## src/rtl/render_div_pkg.sv

```systemverilog
// render_div_pkg: shared divider constants and tag-width helper
package render_div_pkg;
  localparam int DIV_W = 21;
  localparam int DIV21_LAT = 25;
  function automatic int clog2(input int n);
    int r = 1;
    while ((1 << r) < n) r++;
    return r;
  endfunction
endpackage

```

## src/rtl/div21_tag_fifo.sv

```systemverilog
// div21_tag_fifo: synchronous FIFO with async active-low reset, full/empty flags
module div21_tag_fifo
  import render_div_pkg::*;
#(
  parameter int W = 2,
  parameter int DEPTH = 32
) (
  input  logic         clk,
  input  logic         rst_n,
  input  logic         push,
  input  logic [W-1:0] din,
  input  logic         pop,
  output logic [W-1:0] dout,
  output logic         full,
  output logic         empty
);
  localparam int AW = clog2(DEPTH);
  logic [W-1:0] mem [DEPTH];
  logic [AW-1:0] wr_ptr, rd_ptr;
  logic [AW:0] cnt;
  logic wr, rd;
  assign empty = cnt == '0;
  assign full = cnt == (AW+1)'(DEPTH);
  assign rd = pop && !empty;
  // a push into a full FIFO is fine when the same cycle pops the head slot
  assign wr = push && (!full || rd);
  assign dout = mem[rd_ptr];
  always_ff @(posedge clk) begin
    if (wr) mem[wr_ptr] <= din;
  end
  always_ff @(posedge clk or negedge rst_n) begin
    if (!rst_n) begin
      wr_ptr <= '0;
      rd_ptr <= '0;
      cnt <= '0;
    end else begin
      wr_ptr <= wr ? wr_ptr + 1'b1 : wr_ptr;
      rd_ptr <= rd ? rd_ptr + 1'b1 : rd_ptr;
      cnt <= cnt + (AW+1)'(wr) - (AW+1)'(rd);
    end
  end
endmodule

```

## src/rtl/div21_share_sched.sv

```systemverilog
// div21_share_sched: round-robin sharing of one pipelined 21-bit divider; DIV21_SCHED_PERF_EN adds perf counters
module div21_share_sched
  import render_div_pkg::*;
#(
  parameter int NUM_REQ = 4,
  parameter int DIV_LAT = DIV21_LAT,
  parameter int TAG_DEPTH = 32
) (
  input  logic                     clk,
  input  logic                     rst_n,
  input  logic [NUM_REQ-1:0]       req,
  input  logic [NUM_REQ*DIV_W-1:0] req_dividend,
  input  logic [NUM_REQ*DIV_W-1:0] req_divisor,
  output logic [NUM_REQ-1:0]       gnt,
  output logic                     div_open,
  output logic [DIV_W-1:0]         div_dividend,
  output logic [DIV_W-1:0]         div_divisor,
  input  logic                     div_finish,
  input  logic [DIV_W-1:0]         div_quotient,
  output logic [NUM_REQ-1:0]       rsp_valid,
  output logic [DIV_W-1:0]         rsp_quotient,
  output logic                     busy,
  output logic                     err_orphan
`ifdef DIV21_SCHED_PERF_EN
  ,
  output logic [31:0]              perf_issue,
  output logic [31:0]              perf_stall
`endif
);
  localparam int TW = clog2(NUM_REQ);
  localparam int IW = clog2(TAG_DEPTH) + 1;
  localparam int FW = clog2(DIV_LAT + 2);
  logic [FW-1:0] flush_cnt;
  logic [TW-1:0] rr_ptr, gidx, issue_tag, tag_out;
  logic [TW:0] idx;
  logic [IW-1:0] inflight;
  logic found, live, can_grant, tag_full, tag_empty, pop;
  assign live = flush_cnt == '0;
  // the registered issue stage holds one op not yet counted in inflight
  assign can_grant = live && !tag_full && (inflight + IW'(div_open)) < IW'(TAG_DEPTH);
  assign pop = div_finish && !tag_empty && live;
  assign busy = !live || inflight != '0 || div_open;
  always_comb begin
    found = 1'b0;
    gidx = '0;
    idx = '0;
    for (int k = 0; k < NUM_REQ; k++) begin
      idx = {1'b0, rr_ptr} + (TW+1)'(k);
      idx = idx >= (TW+1)'(NUM_REQ) ? idx - (TW+1)'(NUM_REQ) : idx;
      if (!found && req[idx[TW-1:0]]) begin
        found = 1'b1;
        gidx = idx[TW-1:0];
      end
    end
    gnt = (found && can_grant) ? NUM_REQ'(1) << gidx : '0;
  end
  always_ff @(posedge clk or negedge rst_n) begin
    if (!rst_n) begin
      flush_cnt <= FW'(DIV_LAT + 1);
      rr_ptr <= '0;
      issue_tag <= '0;
      div_open <= 1'b0;
      div_dividend <= '0;
      div_divisor <= '0;
      rsp_valid <= '0;
      rsp_quotient <= '0;
      inflight <= '0;
      err_orphan <= 1'b0;
    end else begin
      flush_cnt <= live ? flush_cnt : flush_cnt - 1'b1;
      div_open <= |gnt;
      if (|gnt) begin
        rr_ptr <= gidx == TW'(NUM_REQ - 1) ? '0 : gidx + 1'b1;
        issue_tag <= gidx;
        div_dividend <= req_dividend[DIV_W*gidx +: DIV_W];
        div_divisor <= req_divisor[DIV_W*gidx +: DIV_W];
      end
      rsp_valid <= pop ? NUM_REQ'(1) << tag_out : '0;
      if (pop) rsp_quotient <= div_quotient;
      inflight <= inflight + IW'(div_open) - IW'(pop);
      err_orphan <= err_orphan | (div_finish && tag_empty && live);
    end
  end
  div21_tag_fifo #(.W(TW), .DEPTH(TAG_DEPTH)) u_tag_fifo (
    .clk(clk),
    .rst_n(rst_n),
    .push(div_open),
    .din(issue_tag),
    .pop(pop),
    .dout(tag_out),
    .full(tag_full),
    .empty(tag_empty)
  );
`ifdef DIV21_SCHED_PERF_EN
  always_ff @(posedge clk or negedge rst_n) begin
    if (!rst_n) begin
      perf_issue <= '0;
      perf_stall <= '0;
    end else begin
      perf_issue <= (div_open && !(&perf_issue)) ? perf_issue + 1'b1 : perf_issue;
      perf_stall <= (live && |req && gnt == '0 && !(&perf_stall)) ? perf_stall + 1'b1 : perf_stall;
    end
  end
`endif
endmodule
```

## config.mk

```make
export PLATFORM = sky130hd
export DESIGN_NAME = div21_share_sched
export DESIGN_NICKNAME = d
export VERILOG_FILES = /design/src/rtl/render_div_pkg.sv /design/src/rtl/div21_tag_fifo.sv /design/src/rtl/div21_share_sched.sv
export SDC_FILE = /design/constraint.sdc
export NUM_CORES = 1
export LEC_CHECK = 0
export ABC_CLOCK_PERIOD_IN_PS = 5270
export BUFFER_PORTS_ARGS = -buffer_cell sky130_fd_sc_hd__buf_2
export CAP_MARGIN = 20
export CORE_MARGIN = 2
export CORE_UTILIZATION = 45
export CTS_CLUSTER_SIZE = 20
export DETAILED_ROUTE_END_ITERATION = 8
export GPL_TIMING_DRIVEN = 1
export PLACE_DENSITY = 0.72
export SETUP_SLACK_MARGIN = 0.05
export SYNTH_ARGS = -nofsm -noshare
export SYNTH_HDL_FRONTEND = slang
export SYNTH_SLANG_ARGS = --single-unit
```

## constraint.sdc

```tcl
create_clock -name clk -period 5.27 [get_ports clk]
set_input_delay 0.7905 -clock clk [delete_from_list [all_inputs] [get_ports clk]]
set_output_delay 0.7905 -clock clk [all_outputs]
set_load 0.1 [all_outputs]
```

# After elaboration in Yosys (flattened, before gate mapping)
# Memory sizes are Yosys's and may differ from the RTL's.
# Cells that the tools add are included.
[classes] n_addsub=15 multipliers=1 order_cmp=9 eq_ne=2 shift=4 muxes=25 bitwise_logic=1 n_reduce_logical=25
[op_table] operator="84-bit by 8-bit variable part select with 21-bit output" n=2
[op_table] operator="2-bit two-way mux" n=9
[op_table] operator="6-bit by 1-bit adder with 6-bit output" n=2
[op_table] operator="1-bit logical AND" n=12
[op_table] operator="2-bit by 3-bit < comparator with 1-bit output (second input constant)" n=4
[op_table] operator="6-bit by 1-bit subtractor with 6-bit output" n=2
[op_table] operator="5-bit by 1-bit adder with 5-bit output (second input constant)" n=2
[op_table] operator="1-bit two-way mux" n=10
[op_table] operator="3-bit greater-or-equal comparator (second input constant)" n=3
[op_table] operator="1-bit binary-select mux with 2-bit select" n=4
[op_table] operator="4-bit two-way mux" n=2
[op_table] operator="1-bit by 2-bit << shifter with 4-bit output (first input constant)" n=2
[op_table] operator="2-bit by 1-bit subtractor with 2-bit output (second input constant)" n=4
[op_table] operator="5-bit by 2-bit multiplier with 7-bit output (first input constant)" n=1
[op_table] operator="2-bit by 2-bit adder with 3-bit output (second input constant)" n=2
[op_table] operator="6-bit == test (second input constant)" n=1
[op_table] operator="1-bit logical NOT" n=6
[op_table] operator="6-bit logical NOT" n=1
[op_table] operator="6-bit < comparator (second input constant)" n=1
[op_table] operator="6-bit nonzero test" n=1
[op_table] operator="5-bit logical NOT" n=1
[op_table] operator="5-bit by 1-bit subtractor with 5-bit output (second input constant)" n=1
[op_table] operator="4-bit OR reduction" n=1
[op_table] operator="2-bit by 1-bit adder with 3-bit output (second input constant)" n=1
[op_table] operator="5 further kinds" n=7
[totals] reg_bits=100 ramBits=64 input_bits=196 output_inout_bits=74 word_cells=96 mem_count=1
[memory_table] memory="u_tag_fifo.mem" depth=32 word_bits=2 read_ports=1 rd_clocked_by_memory_dff=0 wr=1 line="div21_tag_fifo.sv:18" text="logic [W-1:0] mem [DEPTH];"

# Depth between registers and ports, before layout
[logic_depth] ltp_word=17 mapped_depth=17 mapped_depth_nobuf=16

# By module
# Synthesis repeated with hierarchy kept, for this count alone.
[unflattened] cells_unflattened=866 area_unflattened_um2=8647.0
[modules_own_cells] module="div21_share_sched" n_inst=1 cells_each=624 area_each_um2=5021.1 seq_area_each_um2=2105.8
[modules_own_cells] module="div21_tag_fifo" n_inst=1 cells_each=242 area_each_um2=3626.0 seq_area_each_um2=2322.2

# Worst setup path after synthesis
# Ideal clock, no wire load.
[synth_path] path_kind="in2out" start="input port req[0]" end="output port gnt[3]" t_arrival_ns=2.873 required_time_ns=4.479 path_slack_ns=1.607 stages=8 n_path_buf=2 cell_sequence="a21oi_1 > nor3b_1 > or3_1 > buf_2 > clkinv_1 > clkbuf_1 > ha_1 > and3_1"
[synth_between] elab_chain_cells=14 elab_cells_between_ends=25 cone_classes="1 x shift; 17 x mux; 7 x reduce/logical"
[synth_rtl] element="from (decl)" line="div21_share_sched.sv:11" text="input logic [NUM_REQ-1:0] req,"
[synth_rtl] element="1-bit binary-select mux with 2-bit select" line="div21_share_sched.sv:50" text="if (!found && req[idx[TW-1:0]]) begin"
[synth_rtl] element="1-bit two-way mux (implied by the code)" line="div21_share_sched.sv:50"
[synth_rtl] element="1-bit two-way mux" line="div21_share_sched.sv:50"
[synth_rtl] element="1-bit logical NOT" line="div21_share_sched.sv:50"
[synth_rtl] element="1-bit logical AND" line="div21_share_sched.sv:50"
[synth_rtl] element="1-bit two-way mux" line="div21_share_sched.sv:50"
[synth_rtl] element="1-bit logical NOT" line="div21_share_sched.sv:50"
[synth_rtl] element="1-bit logical AND" line="div21_share_sched.sv:50"
[synth_rtl] element="1-bit two-way mux" line="div21_share_sched.sv:50"
[synth_rtl] element="1-bit logical NOT" line="div21_share_sched.sv:50"
[synth_rtl] element="1-bit logical AND" line="div21_share_sched.sv:50"
[synth_rtl] element="2-bit two-way mux *" line="div21_share_sched.sv:50"
[synth_rtl] element="via gidx[1]" line="div21_share_sched.sv:34" text="logic [TW-1:0] rr_ptr, gidx, issue_tag, tag_out;"
[synth_rtl] element="1-bit by 2-bit << shifter with 4-bit output *" line="div21_share_sched.sv:55" text="gnt = (found && can_grant) ? NUM_REQ'(1) << gidx : '0;"
[synth_rtl] element="4-bit two-way mux *" line="div21_share_sched.sv:55"
[synth_rtl] element="to (decl)" line="div21_share_sched.sv:14" text="output logic [NUM_REQ-1:0] gnt,"
# Mark *: on every way through the listed nets, which the timed path passes. The rest lies on a longest branch. The select of a mux whose other input is x is not followed.

# Worst setup path in the final report
[layout_path] start="register rr_ptr[1]" end="register div_divisor[10]"
[layout_between] elab_chain_cells=17 elab_cells_between_ends=43 cone_classes="7 x add/sub; 1 x mul; 4 x order compare; 2 x shift; 21 x mux; 8 x reduce/logical"
[layout_rtl] element="from (decl)" line="div21_share_sched.sv:34"
[layout_rtl] element="from (signal assigned)" line="div21_share_sched.sv:73" text="rr_ptr <= gidx == TW'(NUM_REQ - 1) ? '0 : gidx + 1'b1;"
[layout_rtl] element="branches (longest 17 deep; another with 2-bit by 1-bit adder with 3-bit output)"
[layout_rtl] element="to (signal assigned)" line="div21_share_sched.sv:76" text="div_divisor <= req_divisor[DIV_W*gidx +: DIV_W];"
[layout_rtl] element="to (decl)" line="div21_share_sched.sv:17" text="output logic [DIV_W-1:0] div_divisor,"
# Parallel ways; which one is timed is not known. The select of a mux whose other input is x is not followed.
# A chain may end at the register's enable or synchronous reset.

==> run_results.csv <==
group,metric,value,unit
sta,maxSlewViolCount,0,
clock_tree,clockRootBuffer,"clkbuf_16",
clock_tree,h-tree-depth,4,
placed_design,place_ws,1.13,ns
yosys,synth_cells,754,
global_routing,overflow,0,
floorplan,core_area,18600,µm²
placed_design,hpwlAfterDp,15100,µm
worst_setup_path,criticalPathCategory,"reg -> reg",
clock_tree,clockBufferDepth,2,
yosys,syn-num-nets,975,
placed_design,gp_congestion,0.838,
sta,hold_violations,0,
yosys,synthFlopType,"dfrtp_1",
sta,timing.final.crit_share,71.5,%
worst_setup_path,rr_endpoint,"div_divisor[10]",
routing,drc_errors,0,
yosys,synth.area.top_cells,"dfrtp_1 29%, edfxtp_1 23%, a221oi_1 8.6%, and2_1 6.4%, o31ai_1 3.8%",
clock_tree,clk_latency,0.42,ns
global_routing,grt.total_usage,21.0,%
worst_setup_path,end_kind,"register",
pwr,pwr_density_cell,653,nW/µm²
worst_setup_path,r2r_start,"rr_ptr[1]",
floorplan,fp.dieW,142,µm
hold_path,hold_path_depth,1,
sta,fin_setup_tns,0,ns
yosys,yosys_warnings,0,
cells_and_area,fin_cells,1242,
global_routing,grt_pass1_wl,32900,µm
yosys,ys_types,53,
worst_setup_path,crit_path_start_kind,"register",
yosys,synth.top_cells.by_count,"97 x dfrtp_1, 87 x and2_1, 84 x a221oi_1",
yosys,synth_top_area_share,28.5,%
routing,drt_iter0_markers,462,
yosys,post_synth.cell_area_avg,11.3,µm²
sta,skew,0.0130,ns
clock_tree,cts.clk_slew.worst_paths,0.06,ns
yosys,synth_edf_count,64,
clock_tree,postCtsSetupBuffers,0,
floorplan,io-pin-count,270,
sta,relSlewSlack,35.4,%
sta,finalWorstSetupSlack,1.50,ns
cells_and_area,areaGrowthSynthToFinish,24.6,%
worst_setup_path,r2r_cells,9,
global_routing,grt_max_degree,94,
sta,min_period,3.77,ns
yosys,async_flop_share,61.0,%
cells_and_area,fin_nets,1215,
sta,fmax,0.265,GHz
yosys,synth_most_common_cell,"dfrtp_1",
routing,vias_per_cell,5.48,
status,status,"finished clean",
placed_design,port_buffers,269,
pwr,power,6.93,mW
yosys,ys_seq_area_share,52.0,%
worst_setup_path,r2r_slack,1.50,ns
routing,drtPass1Iterations,5,
pwr,leakage,4.70,nW
hold_path,whs_endpoint,"err_orphan",
yosys,synthesis.area,8510,µm²
flow_run,maxCapViolCount,0,
yosys,yosys_register_bits,164,
hold_path,hold_class,"reg -> reg",
global_routing,antenna_found_initial,3,
floorplan,initial_core_util,45.7,%
floorplan,dieHeight,142,µm
clock_tree,cts.sinks,164,
cells_and_area,drive_gt1_share,35.7,%
sta,finalSetupViolCount,0,
sta,worstMarginPinSlew,0.956,ns
routing,routed_wl,21000,µm
clock_tree,post_cts_resized,0,
worst_setup_path,crit_fanout,93,
routing,ant_nets,0,
placed_design,placedCellCount,1209,
worst_setup_path,arrival,4.03,ns
pwr,ir_worst_vdd,0.318,mV
yosys,synth_top_area_cell,"dfrtp_1",
clock_tree,cts_tree,"done",
floorplan,placementRows,50,
routing,wl_per_cell,16.9,µm
clock_tree,ctsHoldBuffers,0,
routing,num_vias,6807,
clock_tree,numCtsBuffers,17,
global_routing,grt_pass1_vias,6575,
sta,rsz0062_at_grt,"no",
floorplan,die_area,20000,µm²
hold_path,min_from,"err_orphan",
worst_setup_path,required,5.53,ns
critical path, cell delays in order (launching register included):
cell	delay, ns
dfrtp_1	0.49
a21oi_1	0.10
nor3b_1	0.17
or3_2	0.73
clkinv_1	0.29
ha_1	0.30
or4_1	0.50
nand4_1	0.10
buf_4	0.65
o31ai_1	0.20
logic make-up (layout without fill, tap and decap cells):
| family | after synthesis | count (layout) | synth area share (%) |
|---|---|---|---|
| buf+inv | 82 | 335 | 4.07 |
| mux | 49 | 49 | 7.29 |
| other cells | 0 | 1 | 0 |
| flops | 164 | 164 | 52.0 |
| fa+ha+maj | 25 | 25 | 3.76 |
| compound gates | 161 | 161 | 15.0 |
| simple gates | 252 | 252 | 15.7 |
| xor+xnor | 21 | 21 | 2.16 |
metal layers:
layer	global-route usage [%]	share of wire [%]	up-vias
met5	0	0.052	-
met4	6.21	1.6	2
met3	5.40	6.2	25
met2	36.2	50	234
met1	26.2	42	3256
li1	-	-	3290
stage by stage:
stage | util, % | instance area, µm² | hold WS (ns)
after floorplan | - | 8510 | 0.469
after global routing | 56.9 | 10600 | 0.493
after CTS | 56.9 | 10600 | 0.475
final | 56.9 | 10600 | 0.468
after global placement | 53.6 | 9980 | 0.454
after detailed placement | 53.6 | 9980 | 0.457
layout make-up:
cell class                      count  area, µm²
Tap cell                          234        293
Clock inverter                     10        115
Sequential cell                   164       4430
Timing Repair Buffer              278       1420
Fill cell                        1599       8030
Multi-Input combinational cell    508       3750
Clock buffer                       22        510
Inverter                           25       93.8
Antenna cell                        1       2.50
report_power, final:
| part | total (mW) | leakage, nW | internal, mW | switching [mW] |
|---|---|---|---|---|
| Sequential | 2.03 | 1.80 | 1.71 | 0.316 |
| Combinational | 3.61 | 2.59 | 0.955 | 2.66 |
| Clock | 1.28 | 0.311 | 0.787 | 0.496 |
| Total | 6.93 | 4.70 | 3.46 | 3.47 |
layout by cell type, fill, tap and decap left out, types with 4 or more instances in the layout:
| master | synthesis | layout |
|---|---|---|
| buf_2 | 7 | 268 |
| dfrtp_1 | 97 | 97 |
| and2_1 | 87 | 86 |
| a221oi_1 | 84 | 84 |
| edfxtp_1 | 64 | 64 |
| nand2_1 | 62 | 62 |
| nor2_1 | 43 | 43 |
| o31ai_1 | 43 | 43 |
| mux2_2 | 24 | 24 |
| ha_1 | 24 | 24 |
| inv_1 | 22 | 22 |
| clkbuf_16 | 0 | 19 |
| mux2i_1 | 17 | 17 |
| xnor2_1 | 13 | 13 |
| a21oi_1 | 10 | 10 |
| nand3_1 | 10 | 10 |
| buf_4 | 2 | 10 |
| xor2_1 | 8 | 8 |
| nor3_1 | 8 | 8 |
| mux4_2 | 8 | 8 |
| and3_1 | 6 | 6 |
| nand4_1 | 6 | 6 |
| nor2b_1 | 5 | 5 |
| o21ai_0 | 5 | 5 |
| a22oi_1 | 5 | 5 |
| nand2b_1 | 4 | 4 |
| nand3b_1 | 4 | 4 |
sequential cells by signal, indices dropped and copies added, names as in the netlist:
register and flops:
issue_tag 2, u_tag_fifo.wr_ptr 5, rsp_valid 4, div_divisor 21, div_dividend 21, u_tag_fifo.mem 64, u_tag_fifo.cnt 6, div_open 1
err_orphan 1, u_tag_fifo.rd_ptr 5, rr_ptr 2, rsp_quotient 21, inflight 6, flush_cnt 5
worst max-delay path by stage:
stage	depth (start not counted)	end	slack [ns]	start
after floorplan	8	gnt[3]	1.61	req[0]
after global placement	10	div_divisor[10]	1.25	req[0]
after detailed placement	10	div_divisor[0]	1.13	req[0]
after CTS	7	gnt[3]	1.52	rr_ptr[1]
after global routing	9	div_divisor[14]	1.19	rr_ptr[1]
final	9	div_divisor[10]	1.50	rr_ptr[1]
No activity file was read; power rests on OpenSTA's default activity.
